### config.mk
export PLATFORM = sky130hd
export DESIGN_NAME = booth_seq_multiplier
export DESIGN_NICKNAME = d
export VERILOG_FILES = /design/src/rtl/booth_seq_multiplier_pkg.sv /design/src/rtl/add_sub16.sv /design/src/rtl/cond_inv16.sv /design/src/rtl/booth_seq_multiplier.sv
export SDC_FILE = /design/constraint.sdc
export NUM_CORES = 1
export LEC_CHECK = 0
export ABC_CLOCK_PERIOD_IN_PS = 20100
export CAP_MARGIN = 20
export CORE_MARGIN = 10
export CORE_UTILIZATION = 60
export CTS_BUF_LIST = sky130_fd_sc_hd__clkbuf_8
export CTS_CLUSTER_SIZE = 28
export DETAILED_ROUTE_END_ITERATION = 8
export PLACE_DENSITY_LB_ADDON = 0.05
export SLEW_MARGIN = 20
export SYNTH_ARGS = -nofsm -noshare
export SYNTH_HDL_FRONTEND = slang
export SYNTH_SLANG_ARGS = --single-unit
### constraint.sdc
create_clock -name clk -period 20.1 [get_ports clk]
set_input_delay 4.02 -clock clk [delete_from_list [all_inputs] [get_ports clk]]
set_output_delay 4.02 -clock clk [all_outputs]
set_load 0.03 [all_outputs]
### src/rtl/booth_seq_multiplier_pkg.sv
// rtl/booth_seq_multiplier_pkg.sv - shared widths, FSM states and Booth pair codes
package booth_seq_multiplier_pkg;
  localparam int MUL_IN_W = 8;
  localparam int MUL_P_W  = 16;
  localparam int MUL_ITER = 8;

  localparam logic [3:0] LAST_CNT = 4'(MUL_ITER - 1);

  typedef enum logic [1:0] {
    IDLE = 2'd0,
    CALC = 2'd1,
    DONE = 2'd2
  } state_t;

  // Booth pair {q[0], qprev}: 01 adds M, 10 subtracts M, 00/11 leave acc alone
  localparam logic [1:0] PAIR_ADD = 2'b01;
  localparam logic [1:0] PAIR_SUB = 2'b10;
endpackage

### src/rtl/add_sub16.sv
// rtl/add_sub16.sv - 16-bit ripple add/subtract; sub inverts b and doubles as the carry-in
module add_sub16 (
  input  logic [15:0] a,
  input  logic [15:0] b,
  input  logic        sub,
  output logic [15:0] sum
);
  logic [15:0] b_inv;

  cond_inv16 u_inv (
    .data   (b),
    .en     (sub),
    .result (b_inv)
  );

  always_comb begin
    logic carry;
    carry = sub;
    sum   = '0;
    for (int i = 0; i < 16; i++) begin
      sum[i] = a[i] ^ b_inv[i] ^ carry;
      carry  = (a[i] & b_inv[i]) | (carry & (a[i] ^ b_inv[i]));
    end
  end
endmodule

### src/rtl/cond_inv16.sv
// rtl/cond_inv16.sv - 16-bit conditional inverter, passes data through unless en is set
module cond_inv16 (
  input  logic [15:0] data,
  input  logic        en,
  output logic [15:0] result
);
  assign result = data ^ {16{en}};
endmodule

### src/rtl/booth_seq_multiplier.sv
// rtl/booth_seq_multiplier.sv - sequential radix-2 Booth multiplier, 8x8 signed -> 16 in 8 iterations
module booth_seq_multiplier
  import booth_seq_multiplier_pkg::*;
(
  input  logic        clk,
  input  logic        rst,
  input  logic        start,
  input  logic [7:0]  multiplicand,
  input  logic [7:0]  multiplier,
  output logic        busy,
  output logic        done,
  output logic [15:0] product
);
  state_t      state;
  state_t      state_next;
  logic [15:0] acc;
  logic [15:0] mreg;
  logic [7:0]  qreg;
  logic        qprev;
  logic [3:0]  cnt;
  logic        load;
  logic        sub_en;
  logic [1:0]  pair;
  logic [15:0] sum;

  assign pair = {qreg[0], qprev};

  always_ff @(posedge clk) begin
    if (rst) state <= IDLE;
    else     state <= state_next;
  end

  always_comb begin
    state_next = state;
    case (state)
      IDLE:    if (start) state_next = CALC;
      CALC:    if (cnt == LAST_CNT) state_next = DONE;
      DONE:    state_next = start ? CALC : IDLE;
      default: state_next = IDLE;
    endcase
  end

  // sub_en is forced low outside CALC so the adder never drives acc there
  always_comb begin
    busy   = (state == CALC);
    done   = (state == DONE);
    load   = start && (state != CALC);
    sub_en = (state == CALC) && (pair == PAIR_SUB);
  end

  add_sub16 u_add_sub (
    .a   (acc),
    .b   (mreg),
    .sub (sub_en),
    .sum (sum)
  );

  always_ff @(posedge clk) begin
    if (rst) begin
      acc   <= '0;
      mreg  <= '0;
      qreg  <= '0;
      qprev <= 1'b0;
      cnt   <= '0;
    end else if (load) begin
      acc   <= '0;
      mreg  <= {{(MUL_P_W - MUL_IN_W){multiplicand[7]}}, multiplicand};
      qreg  <= multiplier;
      qprev <= 1'b0;
      cnt   <= '0;
    end else if (state == CALC) begin
      if (pair == PAIR_ADD || pair == PAIR_SUB) acc <= sum;
      mreg  <= mreg << 1;
      qprev <= qreg[0];
      qreg  <= qreg >> 1;
      cnt   <= cnt + 4'd1;
    end
  end

  assign product = acc;
endmodule

Yosys cells after proc, flatten, opt, wreduce, memory -nomap -nowiden
Index checks and enable logic that the tools add are counted.
{"block": "word_totals", "register_bits": 47, "input_bits": 19, "wordCells": 109}
{"block": "classes", "n_addsub": 1, "n_eq_ne": 8, "n_mux": 8, "n_bitwise": 78, "reduce_logical": 8}
{"operator": "$mux W16", "count": 2}
{"operator": "$xor A1 B1 Y1", "count": 32}
{"operator": "$and A1 B1 Y1", "count": 30}
{"operator": "$mux W8", "count": 2}
{"operator": "$xor A16 B16 Y16", "count": 1}
{"operator": "$or A1 B1 Y1", "count": 15}
{"operator": "$pmux W2 S3", "count": 1}
{"operator": "$add A4 B1 Y4 const B", "count": 1}
{"operator": "$eq A2 B1 Y1 const B", "count": 2}
{"operator": "$eq A2 B2 Y1 const B", "count": 2}
{"operator": "$eq A4 B3 Y1 const B", "count": 1}
{"operator": "$mux W2", "count": 2}
{"operator": "$ne A2 B1 Y1 const B", "count": 2}
{"operator": "$reduce_and A2 Y1", "count": 2}
{"operator": "$logic_and A1 B1 Y1", "count": 2}
{"operator": "$logic_not A2 Y1", "count": 1}
{"operator": "$ne A2 B2 Y1 const B", "count": 1}
{"operator": "$reduce_bool A2 Y1", "count": 1}
{"operator": "$reduce_or A2 Y1", "count": 1}
{"operator": "$logic_or A1 B1 Y1", "count": 1}
{"operator": "$mux W1", "count": 1}

Longest topological paths before layout
Gate-level depths: netlist of run 1.
{"block": "logic_depth", "ltp_word": 35, "mapped_depth": 24, "ltp_nobuf": 22}

By module
Synthesis of run 1 repeated with hierarchy kept, for this count alone.
{"block": "unflattened", "hier_cells": 251, "area_unflattened_um2": 2456.1}
{"module": "booth_seq_multiplier", "n_inst": 1, "cells_each": 212, "area_per_inst_um2": 1941.9, "seq_area_each_um2": 940.9}
{"module": "add_sub16", "n_inst": 1, "cells_each": 21, "area_per_inst_um2": 342.8, "seq_area_each_um2": 0.0}
{"module": "cond_inv16", "n_inst": 1, "cells_each": 18, "area_per_inst_um2": 171.4, "seq_area_each_um2": 0.0}

Worst setup path after synthesis of run 1
No wires, ideal clock.
{"block": "synth_path", "path_kind": "reg2reg", "from": "reg state[1]", "to": "reg acc[15], in the netlist product[15]", "t_arrival_ns": 6.640, "slack_ns": 13.336, "path_stages_with_launch": 25, "n_path_buf": 2, "synth_period_minus_slack_ns": 6.764, "cell_sequence": "dfxtp_1 -> nand2b_1 -> buf_4 -> inv_2 -> nand2_4 -> buf_6 -> xnor2_1 -> fa_1 -> inv_1 -> fa_1 -> fa_1 -> fa_1 -> fa_1 -> fa_1 -> fa_1 -> fa_1 -> fa_1 -> fa_1 -> fa_1 -> fa_1 -> fa_1 -> fa_1 -> xnor3_1 -> nand2_1 -> mux2i_1"}
{"block": "synth_between", "elab_chain_cells": 35}
{"item": "start: declaration", "line": "booth_seq_multiplier.sv:14", "source": "state_t state;"}
{"item": "start signal: assignment", "line": "booth_seq_multiplier.sv:30", "source": "else state <= state_next;"}
{"item": "$eq A2 B1 Y1", "line": "booth_seq_multiplier.sv:48, booth_seq_multiplier.sv:71"}
{"item": "$logic_and A1 B1 Y1", "line": "booth_seq_multiplier.sv:48", "source": "sub_en = (state == CALC) && (pair == PAIR_SUB);"}
{"item": "$xor A16 B16 Y16", "line": "cond_inv16.sv:7", "source": "assign result = data ^ {16{en}};"}
{"item": "$xor A1 B1 Y1", "line": "add_sub16.sv:22", "source": "carry = (a[i] & b_inv[i]) | (carry & (a[i] ^ b_inv[i]));"}
{"item": "$and A1 B1 Y1", "line": "add_sub16.sv:22"}
{"item": "$or A1 B1 Y1", "line": "add_sub16.sv:22"}
{"item": "$and A1 B1 Y1", "line": "add_sub16.sv:22"}
{"item": "$or A1 B1 Y1", "line": "add_sub16.sv:22"}
{"item": "[19 not listed]"}
{"item": "$or A1 B1 Y1", "line": "add_sub16.sv:22"}
{"item": "$and A1 B1 Y1", "line": "add_sub16.sv:22"}
{"item": "$or A1 B1 Y1", "line": "add_sub16.sv:22"}
{"item": "$and A1 B1 Y1", "line": "add_sub16.sv:22"}
{"item": "$or A1 B1 Y1", "line": "add_sub16.sv:22"}
{"item": "$and A1 B1 Y1", "line": "add_sub16.sv:22"}
{"item": "$or A1 B1 Y1", "line": "add_sub16.sv:22"}
{"item": "$xor A1 B1 Y1", "line": "add_sub16.sv:21", "source": "sum[i] = a[i] ^ b_inv[i] ^ carry;"}
{"item": "end signal: assignment", "line": "booth_seq_multiplier.sv:72", "source": "if (pair == PAIR_ADD || pair == PAIR_SUB) acc <= sum;"}
{"item": "end: declaration", "line": "booth_seq_multiplier.sv:16", "source": "logic [15:0] acc;"}
Several ways; a longest one is shown, not always the timed one.
A chain may end at the register's enable or synchronous reset.

Worst setup path in the final report of run 1
Same ends and word-level chain as after synthesis.

==> results by group, run 1 <==
CTS
  • Clock root buffer: clkbuf_8
  • CTS tree: done
  • Setup Fix Bufs, Post-CTS: 0
  • Clk slew on worst S/H paths: 0.09 ns
  • Clk sink count: between 40 and 50
  • CTS buffer count: 5
  • Worst-case clock buffer depth: 2
  • Hold buffer count at CTS: 0
  • H-tree depth: 2
  • Post-CTS Resized: 0
  • Worst skew pair latency: approximately 0.31 ns

Logic synthesis
  • Synthesized-area fraction occupied by adder cells: 0.126
  • Yosys top cell area share: 0.387
  • Synth top area cells: dfxtp_1 (39%), fa_1 (12%), mux2i_1 (6.6%)
  • Most used DFF post-synth: dfxtp_1
  • Post-synthesis mux area share: 0.0659
  • Register bit total from synthesis: 47
  • Synthesized area per cell: 9.88 um2
  • Post-synthesis sequential area ratio: 0.387
  • Synth Area in Compound Gates: 0.168
  • Mapped Cells: around 250
  • Post-Syn Area: between 2000 and 2500 um2
  • Yosys top cell by area: dfxtp_1
  • Yosys cell types: 34
  • Largest family of logic cells by synthesized area: compound AO/OA/AOI/OAI gates
  • Post-synth EDFFs: 0
  • Top-count cell post-synth: dfxtp_1
  • Warnings, synthesis: 0
  • Post-synth top cells: dfxtp_1 (47), nor2_1 (31), a211oi_1 (20)
  • Async set-reset flop share out of synthesis: 0
  • Post-synth net total: ~280
  • Synth Area in Simple Gates: 0.112
  • XOR/XNOR Fraction of Synth Area: 0.0705

Worst setup path
  • Crit-path slowest cell: fa_1
  • RR Startpoint: state[1]
  • Data required time of the worst path: about 20 ns
  • Worst R2R End: product[15]
  • Worst EP arrival: 7.28 ns
  • CP cell instances: nand2b_1, inv_2, nand2_4, xnor2_1, fa_1, inv_1, fa_1, fa_1, fa_1, fa_1, fa_1, fa_1, fa_1, fa_1, fa_1, fa_1, fa_1, fa_1, fa_1, xnor3_1, nand2_1, mux2i_1
  • Crit path top cell by count: fa_1
  • Setup Crit Path Kind: flip-flop to flip-flop
  • Flop2flop setup slack: about 13 ns
  • Crit path launch: state[1]
  • Reg2Reg Depth: 22
  • Critical Path Sink Type: flip-flop
  • Biggest cell delay along the critical path: 0.40 ns
  • Crit-path max FO: 15
  • CP Capture Point: product[15]
  • Startpoint Class: flip-flop

Timing
  • Tightest Pin Transition: 0.834 ns
  • Clock skew: 0.00538 ns
  • Pins Over Slew Limit: 0
  • Min cycle time layout: 7.09 ns
  • Max_slew headroom: 0.442
  • Final Setup Violations: 0
  • Fin. Hold Viols: 0
  • Tcrit/Tclk final: 0.353
  • RSZ-0062 raised after global routing: false
  • Setup TNS: 0 ns
  • Max Freq: about 140 MHz

Layout
  • Fraction of layout cells with a size suffix above 1: 0.0863
  • Synth-to-layout area growth: 19.2%
  • Post-layout util: 0.730
  • Diodes inserted: 0
  • Final nets: about 310

Global routing
  • Pin count of the biggest net entering global routing: between 40 and 50
  • First-pass GRT wire length: between 8000 and 9000 um
  • All-layer global routing usage: 0.148
  • Initial antenna violation count: 0
  • Vias in the first global route: approximately 1,800
  • Gr ovfl total: 0

Drt
  • Via density per instance: roughly 5.4
  • Drt first pass iters: 4
  • Drt total wl: about 4900 um
  • Via count: roughly 1,800
  • Final ANT Viol Nets: 0
  • Detailed Route Iter0 Violations: between 100 and 150
  • # DRC: 0
  • Wire per inst: 15.0 um

Power and ir drop
  • Max IR drop VDD: roughly 0.060 mV
  • Cell Pwr Density: between 70 and 80 nW/um2
  • Leakage: ~1 nW

Die
  • Die X: about 84 um
  • Die area: 7000 um2
  • Row count: 23
  • Initial Util: 0.612
  • Die height: 83.7 um
  • Core Area: ~4000 um2
  • I/O pins: 37

Worst hold path
  • Class of the worst hold path: flip-flop to flip-flop

Outcome
  • Run status: finished clean

Placement
  • Dpl hpwl: 3430 um
  • Placer's final routability congestion estimate: between 0.8 and 0.9
  • I/O Buffers: 36

Flow run
  • Max Cap Viol: 0
where the power goes:
part,switching (mW),internal [mW]
clock network,0.0324,0.0403
logic,0.0208,0.0170
registers,0.00461,0.0988
total,0.0579,0.156
per-stage QoR:
step | power, mW | setup WS [ns] | hold slack (ns) | instances | instance area [um2]
floorplan | 0.133 | 13.34 | 0.435 | 246 | 2430
global placement | 0.143 | 13.13 | 0.447 | 319 | 2770
detailed placement | 0.144 | 13.02 | 0.451 | 319 | 2770
CTS | 0.216 | 12.97 | 0.463 | 327 | 2890
global route | 0.225 | 12.71 | 0.491 | 328 | 2900
finish | 0.214 | 13.01 | 0.461 | 328 | 2900
final cells by class:
class / count / area, um2
fillers: 304 / 1070
inverters: 18 / 67.6
clock buffers: 6 / 82.6
well taps: 50 / 62.6
repair buffers: 40 / 394
multi-input cells: 165 / 1320
clock inverters: 2 / 35.0
flip-flops and latches: 47 / 941
kinds of logic after synthesis:
| group | Yosys count |
|---|---|
| simple gates | 59 |
| compound gates | 56 |
| flops | 47 |
| buf+inv | 34 |
| xor+xnor | 18 |
| mux | 16 |
| fa+ha+maj | 16 |
placed cells by master, fill, tap and decap left out, drive strengths merged, types with 4 or more instances in the layout:
cell type	netlist	routed
a211oi	27	27
buf	12	4
nor2	31	31
a21oi	14	14
clkdlybuf4s50	0	36
o21ai	12	12
mux2i	16	16
inv	18	18
dfxtp	47	47
nand2	17	17
clkbuf	4	6
xor2	14	14
fa	14	14
critical path, delay by kind of cell (launching register included):
kind          cells  cell delay, ns
fa+ha+maj        14            5.29
simple gates      3            0.46
xor+xnor          2            0.44
flops             1            0.37
buf+inv           2            0.28
mux               1            0.14
worst min path at each step:
stage,from,endpoint,cells past startpoint
6_report,mreg[15],mreg[15],2
5_1_grt,mreg[15],mreg[15],2
4_1_cts,mreg[15],mreg[15],2
3_5_place_dp,mreg[15],mreg[15],2
3_3_place_gp,qprev,qprev,2
2_1_floorplan,mreg[15],mreg[15],2
sequential cells by signal (all words and copies together), names as in the netlist:
register	count
qprev	1
mreg	16
qreg	8
cnt	4
product	16
state	2
routing by layer:
| layer | track usage | wire length (um) | part of all wire | vias up |
|---|---|---|---|---|
| met1 | 0.172 | 2230 | 0.45 | 844 |
| met4 | 0.0594 | 89 | 0.018 | 0 |
| li1 | - | - | - | 889 |
| met3 | 0.0537 | 267 | 0.054 | 7 |
| met5 | 0 | 0 | 0 | - |
| met2 | 0.238 | 2340 | 0.47 | 30 |
No activity file was read; power rests on OpenSTA's default activity.
==> run 2: changes to the inputs <==
--- a/config.mk
+++ b/config.mk
@@ -5,10 +5,10 @@
 export SDC_FILE = /design/constraint.sdc
 export NUM_CORES = 1
 export LEC_CHECK = 0
-export ABC_CLOCK_PERIOD_IN_PS = 20100
+export ABC_CLOCK_PERIOD_IN_PS = 6700
 export CAP_MARGIN = 20
 export CORE_MARGIN = 10
-export CORE_UTILIZATION = 60
+export CORE_UTILIZATION = 56
 export CTS_BUF_LIST = sky130_fd_sc_hd__clkbuf_8
 export CTS_CLUSTER_SIZE = 28
 export DETAILED_ROUTE_END_ITERATION = 8
==> constraint.sdc (replaced) <==
create_clock -name clk -period 6.7 [get_ports clk]
set_input_delay 1.34 -clock clk [delete_from_list [all_inputs] [get_ports clk]]
set_output_delay 1.34 -clock clk [all_outputs]
set_load 0.03 [all_outputs]
==> run 2 against run 1 <==
Clock-buffer cell count rose by 1. Power increased to 2.9 times the previous value. Clock skew is 0.0056 ns higher. First-iteration DRC count grew 1.8%. Non-clock buffer count up 4. Cell count increased by 1.2%. Worst setup slack worse by 13 ns. Maximum frequency is 11% higher. Via count rose by 0.40%. Register-to-register slack worse by 13 ns. Flip-flop and latch count unchanged. Critical path type unchanged. Largest power group unchanged. Highest routed layer unchanged.
==> results by group, run 2 (same netlist as run 1, synthesis figures left out) <==
Worst setup path
  • Flop2flop setup slack: ~0.32 ns
  • Worst R2R End: product[15]
  • Setup Crit Path Kind: flip-flop to flip-flop
  • Reg2Reg Depth: 22
  • Crit-path max FO: 6
  • Data required time of the worst path: ~6.9 ns
  • Startpoint Class: flip-flop
  • RR Startpoint: qprev
  • Biggest cell delay along the critical path: 0.40 ns
  • CP cell instances: inv_1, ha_4, nand2_4, xnor2_2, fa_1, inv_1, fa_2, fa_2, fa_2, fa_1, fa_1, fa_2, fa_2, fa_1, fa_1, fa_1, fa_1, fa_2, fa_1, xnor3_1, nand2_1, mux2i_1
  • Crit path top cell by count: fa_1
  • Crit-path slowest cell: fa_1
  • Worst EP arrival: about 6.6 ns
  • Crit path launch: qprev
  • Critical Path Sink Type: flip-flop

Drt
  • Final ANT Viol Nets: 0
  • Via density per instance: about 5.4
  • Detailed Route Iter0 Violations: roughly 120
  • Drt total wl: roughly 4900 um
  • Drt first pass iters: 4
  • # DRC: 0
  • Via count: between 1,500 and 2,000
  • Wire per inst: ~15 um

CTS
  • Worst-case clock buffer depth: 2
  • H-tree depth: 2
  • Clock root buffer: clkbuf_8
  • Clk sink count: 47
  • Worst skew pair latency: 0.30 ns
  • Setup Fix Bufs, Post-CTS: 0
  • Clk slew on worst S/H paths: 0.09 ns
  • CTS tree: done
  • CTS buffer count: 5

Die
  • Die height: around 86 um
  • Core Area: about 4100 um2
  • I/O pins: 37
  • Initial Util: 0.595
  • Die X: ~86 um
  • Row count: 23
  • Die area: 7380 um2

Power and ir drop
  • Cell Pwr Density: 209 nW/um2
  • Max IR drop VDD: 0.130 mV
  • Leakage: around 1.0 nW

Worst hold path
  • Class of the worst hold path: flip-flop to flip-flop
  • Worst Min Path Start: cnt[1]
  • Hold worst-path end: cnt[1]
  • Hold Path Depth: 2

Layout
  • Final nets: between 300 and 400
  • Fraction of layout cells with a size suffix above 1: 0.135
  • Most frequent cells in the layout: dfxtp_1 (46), clkdlybuf4s50_1 (36), nor2_1 (31), a211oi_1 (20), inv_1 (17)
  • Diodes inserted: 0
  • Commonest non-fill, non-tap cell in the layout: dfxtp_1
  • Synth-to-layout area growth: 21.7%
  • Layout fillers: 320
  • Post-route design area: 2960 um2

Timing
  • Min cycle time layout: about 6.4 ns
  • Tightest Pin Transition: ~0.89 ns
  • Setup TNS: 0 ns
  • Final Setup Violations: 0
  • Max_slew headroom: 0.405
  • Clock skew: 0.0110 ns
  • Pins Over Slew Limit: 0
  • Tcrit/Tclk final: 0.953
  • RSZ-0062 raised after global routing: false
  • Fin. Hold Viols: 0
  • Max Freq: ~160 MHz

Global routing
  • Pin count of the biggest net entering global routing: between 40 and 50
  • Vias in the first global route: about 1,800
  • First-pass GRT wire length: 8310 um
  • Initial antenna violation count: 0
  • All-layer global routing usage: 0.136
  • Gr ovfl total: 0

Placement
  • Area after DPL: about 2800 um2
  • I/O Buffers: 36
  • Dpl hpwl: ~3500 um
  • Placer's final routability congestion estimate: between 0.7 and 0.8

Flow run
  • Max Cap Viol: 0

Outcome
  • Run status: finished clean
## run 2: area by class of cell
class | count | area [um2] | share of cell area
tap | 50 | 62.6 | 0.0211
sequential | 47 | 942 | 0.318
multi-input combinational | 165 | 1360 | 0.458
clock inverter | 1 | 7.51 | 0.00254
clock buffer | 7 | 96.3 | 0.0326
inverter | 18 | 67.6 | 0.0228
timing repair buffer | 44 | 428 | 0.145
## run 2: worst max-delay path by stage
stage / end / slack [ns]
2_1_floorplan: product[15] / 0.02
3_3_place_gp: product[15] / 0.09
3_5_place_dp: product[15] / -0.02
4_1_cts: product[15] / 0.006
5_1_grt: product[15] / 0.04
6_report: product[15] / 0.32
## run 2: metrics by stage
stage / total power, mW / setup WS (ns) / util / hold slack [ns] / cells
floorplan: 0.400 / 0.0238 / - / 0.435 / 246
global placement: 0.430 / 0.0907 / 0.688 / 0.443 / 323
detailed placement: 0.433 / -0.0156 / 0.688 / 0.473 / 323
CTS: 0.621 / 0.00575 / 0.714 / 0.485 / 331
global route: 0.652 / 0.0429 / 0.724 / 0.520 / 332
finish: 0.618 / 0.318 / 0.724 / 0.482 / 332
## run 2: routing by layer
metal	GRT usage	routed length, um	vias up
li1	-	-	895
met1	0.166	2300	833
met2	0.218	2220	44
met3	0.0435	318	5
met4	0.0479	49	0
met5	0	0	-
## run 2: where the power goes
| group | internal, mW | switching [mW] | total [mW] | leakage, nW |
|---|---|---|---|---|
| registers | 0.297 | 0.0135 | 0.310 | 0.385 |
| logic | 0.0553 | 0.0643 | 0.120 | 0.609 |
| clock network | 0.0939 | 0.0947 | 0.189 | 0.0505 |
## run 2: timing repair
action | CTS | global route
pin swaps | 0 | 1
setup endpoints to repair | 1 | 2
cloned | 0 | 0
hold buffers | 0 | 0
gates resized for setup | 1 | 8
## run 2: critical path, delay by kind of cell (launching register included)
family | cells | cell delay (ns)
adders and majority gates | 15 | 5.15
DFF | 1 | 0.32
and+or+nand+nor | 2 | 0.18
xor gates and xnor gates | 2 | 0.36
buffers and inverters | 2 | 0.14
muxes | 1 | 0.17
==> run 3: changes to the inputs <==
--- a/config.mk
+++ b/config.mk
@@ -10,6 +10,7 @@
 export CORE_MARGIN = 10
 export CORE_UTILIZATION = 56
 export CTS_BUF_LIST = sky130_fd_sc_hd__clkbuf_8
+export CTS_CLUSTER_DIAMETER = 150
 export CTS_CLUSTER_SIZE = 28
 export DETAILED_ROUTE_END_ITERATION = 8
 export PLACE_DENSITY_LB_ADDON = 0.05
==> results of run 3 <==
Final layout, timing and power as in run 2 (identical DEF).
